==> config.mk <==
export PLATFORM = sky130hd
export DESIGN_NAME = mem_arbiter_flat
export DESIGN_NICKNAME = d
export VERILOG_FILES = /design/src/rtl/mem_arbiter_if.sv /design/src/rtl/mem_arbiter.sv /design/src/flat_wrapper.sv
export SDC_FILE = /design/constraint.sdc
export NUM_CORES = 1
export LEC_CHECK = 0
export BUFFER_PORTS_ARGS = -buffer_cell sky130_fd_sc_hd__buf_2
export CAP_MARGIN = 5
export CORE_AREA = 5 5 104 106
export CTS_BUF_LIST = sky130_fd_sc_hd__clkbuf_16
export DETAILED_ROUTE_END_ITERATION = 8
export DIE_AREA = 0 0 109 111
export PLACE_DENSITY = 0.62
export SLEW_MARGIN = 25
export SYNTH_ARGS = -nofsm -noshare
export SYNTH_HDL_FRONTEND = slang
export SYNTH_SLANG_ARGS = --single-unit
==> constraint.sdc <==
create_clock -name clk -period 2.9 [get_ports clk]
set_clock_uncertainty 0.05 [all_clocks]
set_input_delay 0.58 -clock clk [delete_from_list [all_inputs] [get_ports clk]]
set_output_delay 0.58 -clock clk [all_outputs]
set_load 0.005 [all_outputs]
==> src/rtl/mem_arbiter_if.sv <==
// Bundle of the two requester ports and the shared downstream memory bus of mem_arbiter.
// The slave modport is the arbiter's view; master is the view of whatever drives it.
interface mem_arbiter_if;
    logic        p0_valid;
    logic [31:0] p0_addr;
    logic [31:0] p0_wdata;
    logic [3:0]  p0_wstrb;
    logic        p0_ready;
    logic        p0_err;

    logic        p1_valid;
    logic [31:0] p1_addr;
    logic [31:0] p1_wdata;
    logic [3:0]  p1_wstrb;
    logic        p1_ready;
    logic        p1_err;

    logic [31:0] p_rdata;

    logic        mem_valid;
    logic [31:0] mem_addr;
    logic [31:0] mem_wdata;
    logic [3:0]  mem_wstrb;
    logic        mem_ready;
    logic [31:0] mem_rdata;

    modport slave (
        input  p0_valid, p0_addr, p0_wdata, p0_wstrb,
        input  p1_valid, p1_addr, p1_wdata, p1_wstrb,
        input  mem_ready, mem_rdata,
        output p0_ready, p0_err, p1_ready, p1_err, p_rdata,
        output mem_valid, mem_addr, mem_wdata, mem_wstrb
    );

    modport master (
        output p0_valid, p0_addr, p0_wdata, p0_wstrb,
        output p1_valid, p1_addr, p1_wdata, p1_wstrb,
        output mem_ready, mem_rdata,
        input  p0_ready, p0_err, p1_ready, p1_err, p_rdata,
        input  mem_valid, mem_addr, mem_wdata, mem_wstrb
    );
endinterface

==> src/rtl/mem_arbiter.sv <==
// Two-port memory arbiter (port 1 = load/store, port 0 = fetch) with a watchdog timeout.
// Define MEM_ARBITER_RR_EN for round-robin priority instead of fixed port-1-first.
module mem_arbiter #(
    parameter int TIMEOUT = 255
) (
    input  logic          clk,
    input  logic          rst,
    mem_arbiter_if.slave  bus
);

    typedef enum logic [1:0] {IDLE, BUSY0, BUSY1} state_t;

    state_t      state, next_state;
    logic [15:0] wd_cnt, next_cnt;
    logic        gnt0, gnt1;
    logic        sel_en, sel1;
    logic        done0, done1, timeout, abort;
    logic        busy_valid;

`ifdef MEM_ARBITER_RR_EN
    // rr_ptr = 1 means port 1 wins a tie; it flips only on completions, never on aborts.
    logic rr_ptr;

    always_comb begin
        gnt1 = bus.p1_valid && (!bus.p0_valid || rr_ptr);
        gnt0 = bus.p0_valid && (!bus.p1_valid || !rr_ptr);
    end

    always_ff @(posedge clk) begin
        if (rst)        rr_ptr <= 1'b1;
        else if (done1) rr_ptr <= 1'b0;
        else if (done0) rr_ptr <= 1'b1;
    end
`else
    always_comb begin
        gnt1 = bus.p1_valid;
        gnt0 = bus.p0_valid && !bus.p1_valid;
    end
`endif

    always_ff @(posedge clk) begin
        if (rst) begin
            state  <= IDLE;
            wd_cnt <= 16'd0;
        end else begin
            state  <= next_state;
            wd_cnt <= next_cnt;
        end
    end

    assign busy_valid = (state == BUSY1) ? bus.p1_valid : bus.p0_valid;

    // Abort takes precedence over everything, and mem_ready beats a coincident timeout.
    always_comb begin
        next_state = state;
        next_cnt   = wd_cnt;
        sel_en     = 1'b0;
        sel1       = 1'b0;
        done0      = 1'b0;
        done1      = 1'b0;
        timeout    = 1'b0;
        abort      = 1'b0;
        case (state)
            IDLE: begin
                if (gnt1 || gnt0) begin
                    sel_en = 1'b1;
                    sel1   = gnt1;
                    if (bus.mem_ready) begin
                        done1 = gnt1;
                        done0 = gnt0;
                    end else begin
                        next_state = gnt1 ? BUSY1 : BUSY0;
                        next_cnt   = 16'd1;
                    end
                end
            end
            BUSY0, BUSY1: begin
                sel_en = 1'b1;
                sel1   = (state == BUSY1);
                if (!busy_valid) begin
                    abort      = 1'b1;
                    next_state = IDLE;
                    next_cnt   = 16'd0;
                end else if (bus.mem_ready || wd_cnt == 16'(TIMEOUT)) begin
                    timeout    = !bus.mem_ready;
                    done1      = (state == BUSY1);
                    done0      = (state == BUSY0);
                    next_state = IDLE;
                    next_cnt   = 16'd0;
                end else begin
                    next_cnt = wd_cnt + 16'd1;
                end
            end
            default: begin
                next_state = IDLE;
                next_cnt   = 16'd0;
            end
        endcase
    end

    // The reset cycle forces every handshake output low whatever the inputs are doing.
    always_comb begin
        bus.mem_valid = 1'b0;
        bus.mem_addr  = 32'd0;
        bus.mem_wdata = 32'd0;
        bus.mem_wstrb = 4'd0;
        if (sel_en) begin
            if (sel1) begin
                bus.mem_valid = bus.p1_valid;
                bus.mem_addr  = bus.p1_addr;
                bus.mem_wdata = bus.p1_wdata;
                bus.mem_wstrb = bus.p1_wstrb;
            end else begin
                bus.mem_valid = bus.p0_valid;
                bus.mem_addr  = bus.p0_addr;
                bus.mem_wdata = bus.p0_wdata;
                bus.mem_wstrb = bus.p0_wstrb;
            end
        end
        if (timeout || abort || rst) bus.mem_valid = 1'b0;
        if (abort || rst)            bus.mem_wstrb = 4'd0;
        bus.p0_ready = done0 && !rst;
        bus.p1_ready = done1 && !rst;
        bus.p0_err   = done0 && timeout && !rst;
        bus.p1_err   = done1 && timeout && !rst;
        bus.p_rdata  = timeout ? 32'd0 : bus.mem_rdata;
    end

endmodule

==> src/flat_wrapper.sv <==
// flat-port wrapper written by rule: the top's interface ports become plain ports
module mem_arbiter_flat 
#(
    parameter int TIMEOUT = 255
)
  (clk, rst, bus_p0_valid, bus_p0_addr, bus_p0_wdata, bus_p0_wstrb, bus_p1_valid, bus_p1_addr, bus_p1_wdata, bus_p1_wstrb, bus_mem_ready, bus_mem_rdata, bus_p0_ready, bus_p0_err, bus_p1_ready, bus_p1_err, bus_p_rdata, bus_mem_valid, bus_mem_addr, bus_mem_wdata, bus_mem_wstrb);
  mem_arbiter_if bus_i ();
  input  logic clk;
  input  logic rst;
  input wire logic [$bits(bus_i.p0_valid)-1:0] bus_p0_valid;
  input wire logic [$bits(bus_i.p0_addr)-1:0] bus_p0_addr;
  input wire logic [$bits(bus_i.p0_wdata)-1:0] bus_p0_wdata;
  input wire logic [$bits(bus_i.p0_wstrb)-1:0] bus_p0_wstrb;
  input wire logic [$bits(bus_i.p1_valid)-1:0] bus_p1_valid;
  input wire logic [$bits(bus_i.p1_addr)-1:0] bus_p1_addr;
  input wire logic [$bits(bus_i.p1_wdata)-1:0] bus_p1_wdata;
  input wire logic [$bits(bus_i.p1_wstrb)-1:0] bus_p1_wstrb;
  input wire logic [$bits(bus_i.mem_ready)-1:0] bus_mem_ready;
  input wire logic [$bits(bus_i.mem_rdata)-1:0] bus_mem_rdata;
  output wire logic [$bits(bus_i.p0_ready)-1:0] bus_p0_ready;
  output wire logic [$bits(bus_i.p0_err)-1:0] bus_p0_err;
  output wire logic [$bits(bus_i.p1_ready)-1:0] bus_p1_ready;
  output wire logic [$bits(bus_i.p1_err)-1:0] bus_p1_err;
  output wire logic [$bits(bus_i.p_rdata)-1:0] bus_p_rdata;
  output wire logic [$bits(bus_i.mem_valid)-1:0] bus_mem_valid;
  output wire logic [$bits(bus_i.mem_addr)-1:0] bus_mem_addr;
  output wire logic [$bits(bus_i.mem_wdata)-1:0] bus_mem_wdata;
  output wire logic [$bits(bus_i.mem_wstrb)-1:0] bus_mem_wstrb;
  assign bus_i.p0_valid = bus_p0_valid;
  assign bus_i.p0_addr = bus_p0_addr;
  assign bus_i.p0_wdata = bus_p0_wdata;
  assign bus_i.p0_wstrb = bus_p0_wstrb;
  assign bus_i.p1_valid = bus_p1_valid;
  assign bus_i.p1_addr = bus_p1_addr;
  assign bus_i.p1_wdata = bus_p1_wdata;
  assign bus_i.p1_wstrb = bus_p1_wstrb;
  assign bus_i.mem_ready = bus_mem_ready;
  assign bus_i.mem_rdata = bus_mem_rdata;
  assign bus_p0_ready = bus_i.p0_ready;
  assign bus_p0_err = bus_i.p0_err;
  assign bus_p1_ready = bus_i.p1_ready;
  assign bus_p1_err = bus_i.p1_err;
  assign bus_p_rdata = bus_i.p_rdata;
  assign bus_mem_valid = bus_i.mem_valid;
  assign bus_mem_addr = bus_i.mem_addr;
  assign bus_mem_wdata = bus_i.mem_wdata;
  assign bus_mem_wstrb = bus_i.mem_wstrb;
  mem_arbiter #(.TIMEOUT(TIMEOUT)) u_core (.clk(clk), .rst(rst), .bus(bus_i));
endmodule
==> flow_summary.yaml, run 1 <==
run_status:
  status: "completed"
global_routing:
  antenna_found_initial: 1
  gr-total-overflow: 0
  grt_max_degree: 69
  grt_pass1_wl_um: 18490
  grt_pass1_vias: 3739
  track_usage_pct: 18.57
logic_synthesis:
  synth_warnings: 0
  synth_ff_type: "dfxtp_1"
  synth_area_per_cell_um2: 5.783
  synth-edff-count: 0
  async_reset_ff_share_pct: 0
  syn-cell-area_um2: 2400
  syn-num-nets: 593
  synth_cell_types: 44
  netlist_instances: 415
  synth_area_leader_cell: "nand2_1"
  ys_ff_latch: 18
  ys_seq_area_share_pct: 15.02
  synth.area.top_cells: "nand2_1 23%, a21oi_1 16%, dfxtp_1 15%"
  yosysTopAreaCellShare_pct: 22.68
clocking:
  insertion_delay_ns: 0.25
  clkSinkCount: 18
  clockBufferDepth: 2
  root_buffer: "clkbuf_16"
  cts_tree: "done"
  cts_made_buffers: 3
  cts_hold_buf: 0
  cts_max_level: 1
  clk_pin_slew_worst_paths_ns: 0.05
sta:
  fmax_mhz: 366.1
  finalMaxSlewViolations: 0
  worst_slew_pin_slew_ns: 0.4449
  maxSlewHeadroom_pct: 70.23
  fin_crit_sh_pct: 94.19
  rsz0062_at_grt: "no"
  setup_ws_ns: 0.1686
  final_hold_viol_count: 0
  finalSetupViolCount: 0
  period_needed_ns: 2.731
  setup_tns_ns: 0
worst_setup_path:
  startpoint_type: "flop"
  endpoint: "bus_mem_addr[3]"
  startpoint: "u_core.state[1]"
  required_ns: 2.27
  r2r_setup_slack_ns: 0.63
  r2r-end: "u_core.wd_cnt[14]"
  cp.arrival_ns: 2.10
  path_class: "reg2out"
  crit_fanout: 34
  reg2regPathDepth: 7
  endpoint_kind: "output pin"
  r2r-start: "u_core.state[0]"
layout:
  area_growth_pct: 71.79
  fin_util_pct: 42.57
  drive_gt1_share_pct: 46.38
  final_common_cell: "buf_2"
  nets: 856
  diodes: 0
  final_cell_mix: "277 x buf_2, 145 x nand2_1, 78 x a21oi_1, 35 x nor2b_1, 16 x dfxtp_1"
power:
  finalPower_mw: 1.395
  p_per_area_nw_per_um2: 338.3
  p_leak_nw: 2.188
  switching_share_pct: 40.35
  vdd_drop_max_mv: 0.1993
  p_comb_share_pct: 61.5
  power_frac_seq_pct: 18.5
  p_sw_mw: 0.5628
  p_int_mw: 0.8321
  clkPwrFrac_pct: 20.0
place:
  hpwl_um: 10060
  dp_worst_setup_slack_ns: 0.01295
  finalWeightedCongestion: 0.8314
  io_buffers: 277
detailed_routing:
  via_per_inst: 4.862
  vias: 3938
  totalWireLength_um: 12880
  dr.pass1.iters: 6
  dr.first_iter.drc_count: 310
  drt-wirelength-per-cell_um: 15.90
  ant_nets: 0
  route.detailed.drc: 0
run:
  drv_cap: 0
floorplan:
  rows: 36
  start_util_pct: 24.78
  die_width_um: 109
  chipHeight_um: 111
  dieArea_um2: 12100
  ios: 278
  core-area_um2: 9684
hold_path:
  hp-class: "reg2reg"
[power groups by stage]
| stage | Sequential [mW] | Clock [mW] | Combinational (mW) |
|---|---|---|---|
| after CTS | 0.258 | 0.283 | 0.821 |
| after floorplan | 0.261 | 0 | 0.396 |
| after global placement | 0.262 | 0 | 0.810 |
| after global routing | 0.259 | 0.296 | 0.951 |
| after detailed placement | 0.263 | 0 | 0.812 |
| final | 0.259 | 0.279 | 0.857 |
[flip-flops by register name, indices dropped and copies added, names as in the netlist]
signal / count
u_core.state: 2
u_core.wd_cnt: 16
[synth_stat cells (all sizes together), types with 5 or more instances]
| cell type | instances |
|---|---|
| nand2 | 145 |
| a21oi | 78 |
| nor2b | 35 |
| clkbuf | 20 |
| dfxtp | 18 |
| nor2 | 15 |
| buf | 12 |
| nand3 | 11 |
| a31oi | 9 |
| o21ai | 7 |
| inv | 6 |
| mux2i | 6 |
| and3 | 5 |
| ha | 5 |
[routing by layer]
layer | global-route usage [%] | vias up | routed length, um
li1 | - | 1928 | -
met1 | 20.30 | 1752 | 4582
met2 | 34.64 | 236 | 6559
met3 | 5.242 | 20 | 1507
met4 | 4.125 | 2 | 215
met5 | 0 | - | 13
[critical path, stage by stage, from the launching register on]
cell and delay, ns:
dfxtp_2 0.35, inv_2 0.12, ha_2 0.26, and2_1 0.25, mux2_4 0.23, buf_12 0.19
nand2_1 0.07, a21oi_1 0.20, buf_2 0.15
[how the worst min path moves through the flow]
stage / from / end / slack (ns) / cells after the start
floorplan: u_core.wd_cnt[15] / u_core.wd_cnt[15] / 0.39 / 1
global placement: u_core.wd_cnt[15] / u_core.wd_cnt[15] / 0.41 / 1
detailed placement: u_core.wd_cnt[13] / u_core.wd_cnt[13] / 0.43 / 1
CTS: u_core.wd_cnt[15] / u_core.wd_cnt[15] / 0.44 / 1
global route: u_core.wd_cnt[12] / u_core.wd_cnt[12] / 0.46 / 1
finish: u_core.wd_cnt[15] / u_core.wd_cnt[15] / 0.44 / 1
[metrics by stage]
stage | area (um^2) | instances | hold WS [ns]
floorplan | 2400 | 415 | 0.3889
global placement | 3915 | 799 | 0.4089
detailed placement | 3915 | 799 | 0.4301
CTS | 4008 | 803 | 0.4407
global route | 4123 | 810 | 0.4638
finish | 4123 | 810 | 0.4379
[layout make-up]
class	count	area [um^2]
sequential	18	362.8
clock inverter	1	3.754
multi-input combinational	360	1931
timing repair buffer	289	1562
tap	133	166.4
inverter	6	22.52
fill	1021	5562
clock buffer	3	75.07
[cells by family (layout without fill, tap and decap cells)]
group                      after synthesis  count (layout)  synth area share (%)
adders and majority gates                5               5                 2.607
buffers and inverters                   38             299                 6.934
DFF                                     18              18                 15.02
xor gates and xnor gates                 2               2                0.7301
AOI/OAI and AO/OA                      105             105                 24.45
muxes                                    8               8                 3.441
and+or+nand+nor                        239             240                 46.82
[timing repair]
item | in CTS | in global routing
endpoints found under the setup margin | 43 | 102
resized for setup | 5 | 7
cloned | 0 | 3
buffers inserted | 0 | 4
Power figures use the tool's default switching activity.
==> run 2: changes to the inputs <==
--- a/config.mk
+++ b/config.mk
@@ -11,6 +11,7 @@
 export CTS_BUF_LIST = sky130_fd_sc_hd__clkbuf_16
 export DETAILED_ROUTE_END_ITERATION = 8
 export DIE_AREA = 0 0 109 111
+export MAX_ROUTING_LAYER = met4
 export PLACE_DENSITY = 0.62
 export SLEW_MARGIN = 25
 export SYNTH_ARGS = -nofsm -noshare
==> flow_summary.yaml, run 2 (synthesis results as in run 1) <==
run_status:
  status: "completed"
layout:
  reg_top3: "u_core.wd_cnt x16, u_core.state x2"
  final_area_um2: 4150
  final_cell_mix: "277 x buf_2, 145 x nand2_1, 78 x a21oi_1, 35 x nor2b_1, 16 x dfxtp_1"
  final_common_cell: "buf_2"
  area_growth_pct: 72.94
  largest_reg_flops: 16
  seq_area_um2: 362.8
  multi_input_area_um2: 1931
  fill_cells: 1018
  drive_gt1_share_pct: 46.46
  regMostFlops: "u_core.wd_cnt"
  nets: 857
  fin_util_pct: 42.86
power:
  p_leak_nw: 2.201
  p_per_area_nw_per_um2: 339.5
  vdd_drop_max_mv: 0.1986
  finalPower_mw: 1.409
clocking:
  cts_max_level: 1
  cts_tree: "done"
  cts_made_buffers: 3
  cts_hold_buf: 0
  insertion_delay_ns: 0.25
  clk_pin_slew_worst_paths_ns: 0.05
  clockBufferDepth: 2
  clkSinkCount: 18
  root_buffer: "clkbuf_16"
place:
  hpwl_um: 10060
  finalWeightedCongestion: 0.8441
  io_buffers: 277
  placed_area_um2: 3915
floorplan:
  dieArea_um2: 12100
  core-area_um2: 9684
  chipHeight_um: 111
  rows: 36
  die_width_um: 109
  start_util_pct: 24.78
  ios: 278
worst_setup_path:
  cp.arrival_ns: 2.14
  worstPathCellList: "inv_2 -> ha_2 -> and2_1 -> mux2i_4 -> clkbuf_16 -> nand2_1 -> a21oi_1 -> buf_2"
  endpoint_kind: "output pin"
  required_ns: 2.27
  startpoint_type: "flop"
  crit_fanout: 34
  crit_path_top_delay_cell: "dfxtp_2"
  path_class: "reg2out"
  crit_path_max_incr_delay_ns: 0.38
detailed_routing:
  drt-wirelength-per-cell_um: 15.97
  route.detailed.drc: 0
  dr.pass1.iters: 5
  totalWireLength_um: 12970
  via_per_inst: 4.851
  vias: 3939
  ant_nets: 0
  dr.first_iter.drc_count: 311
global_routing:
  antenna_found_initial: 1
  track_usage_pct: 19.06
  grt_pass1_vias: 3746
  gr-total-overflow: 0
  grt_max_degree: 69
  grt_pass1_wl_um: 18480
sta:
  final_hold_viol_count: 0
  worst_slew_pin_slew_ns: 0.4474
  fin_crit_sh_pct: 95.60
  setup_tns_ns: 0
  maxSlewHeadroom_pct: 70.06
  period_needed_ns: 2.772
  fmax_mhz: 360.7
  finalMaxSlewViolations: 0
  rsz0062_at_grt: "no"
  finalSetupViolCount: 0
hold_path:
  hp-class: "reg2reg"
run:
  drv_cap: 0
==> run 2: layout make-up <==
cell class              count  area share (%)
repair buffers            290           38.23
clock inverters             1         0.09044
flip-flops and latches     18           8.743
clock buffers               3           1.809
well taps                 133           4.010
inverters                   6          0.5427
multi-input cells         360           46.52
diodes                      1         0.06030
==> run 2: path summary, 6_finish.rpt <==
kind	slack (ns)	end	cells after the start	from
worst max-delay path	0.13	bus_mem_wdata[21]	8	u_core.state[0]
worst min-delay path	0.44	u_core.wd_cnt[15]	1	u_core.wd_cnt[15]
worst max register to register	0.63	u_core.wd_cnt[14]	7	u_core.state[0]
worst min register to register	0.44	u_core.wd_cnt[15]	1	u_core.wd_cnt[15]
==> run 2: metal layers <==
layer	GRT usage, %	wire [um]
met1	20.62	4666
met2	34.64	6612
met3	4.659	1488
met4	4.125	199
met5	-	0
==> run 2: power by group <==
part | total, mW | internal, mW | switching, mW
clock | 0.280 | 0.183 | 0.0966
sequential | 0.259 | 0.252 | 0.00633
combinational | 0.870 | 0.405 | 0.465
total | 1.41 | 0.841 | 0.568
==> run 2: stage by stage <==
stage	instances	hold WS [ns]	setup slack, ns
2_1_floorplan	415	0.3889	0.3601
3_3_place_gp	799	0.4089	0.1434
3_5_place_dp	799	0.4301	0.01295
4_1_cts	803	0.4407	0.006066
5_1_grt	812	0.4638	0.05746
6_report	812	0.4371	0.1275
==> run 2: timing repair <==
item	4_1_cts	5_1_grt
setup buffers	0	4
endpoints found under the hold margin	0	0
pin swaps	0	0
resized for setup	5	7
gates cloned	0	4
endpoints found under the setup margin	43	102
==> run 2: critical path, delay by kind of cell, from the launching register on <==
kind                       cells  cell delay (ns)
and+or+nand+nor                2             0.30
muxes                          1             0.29
buffers and inverters          3             0.52
AOI/OAI and AO/OA              1             0.16
adders and majority gates      1             0.23
DFF                            1             0.38
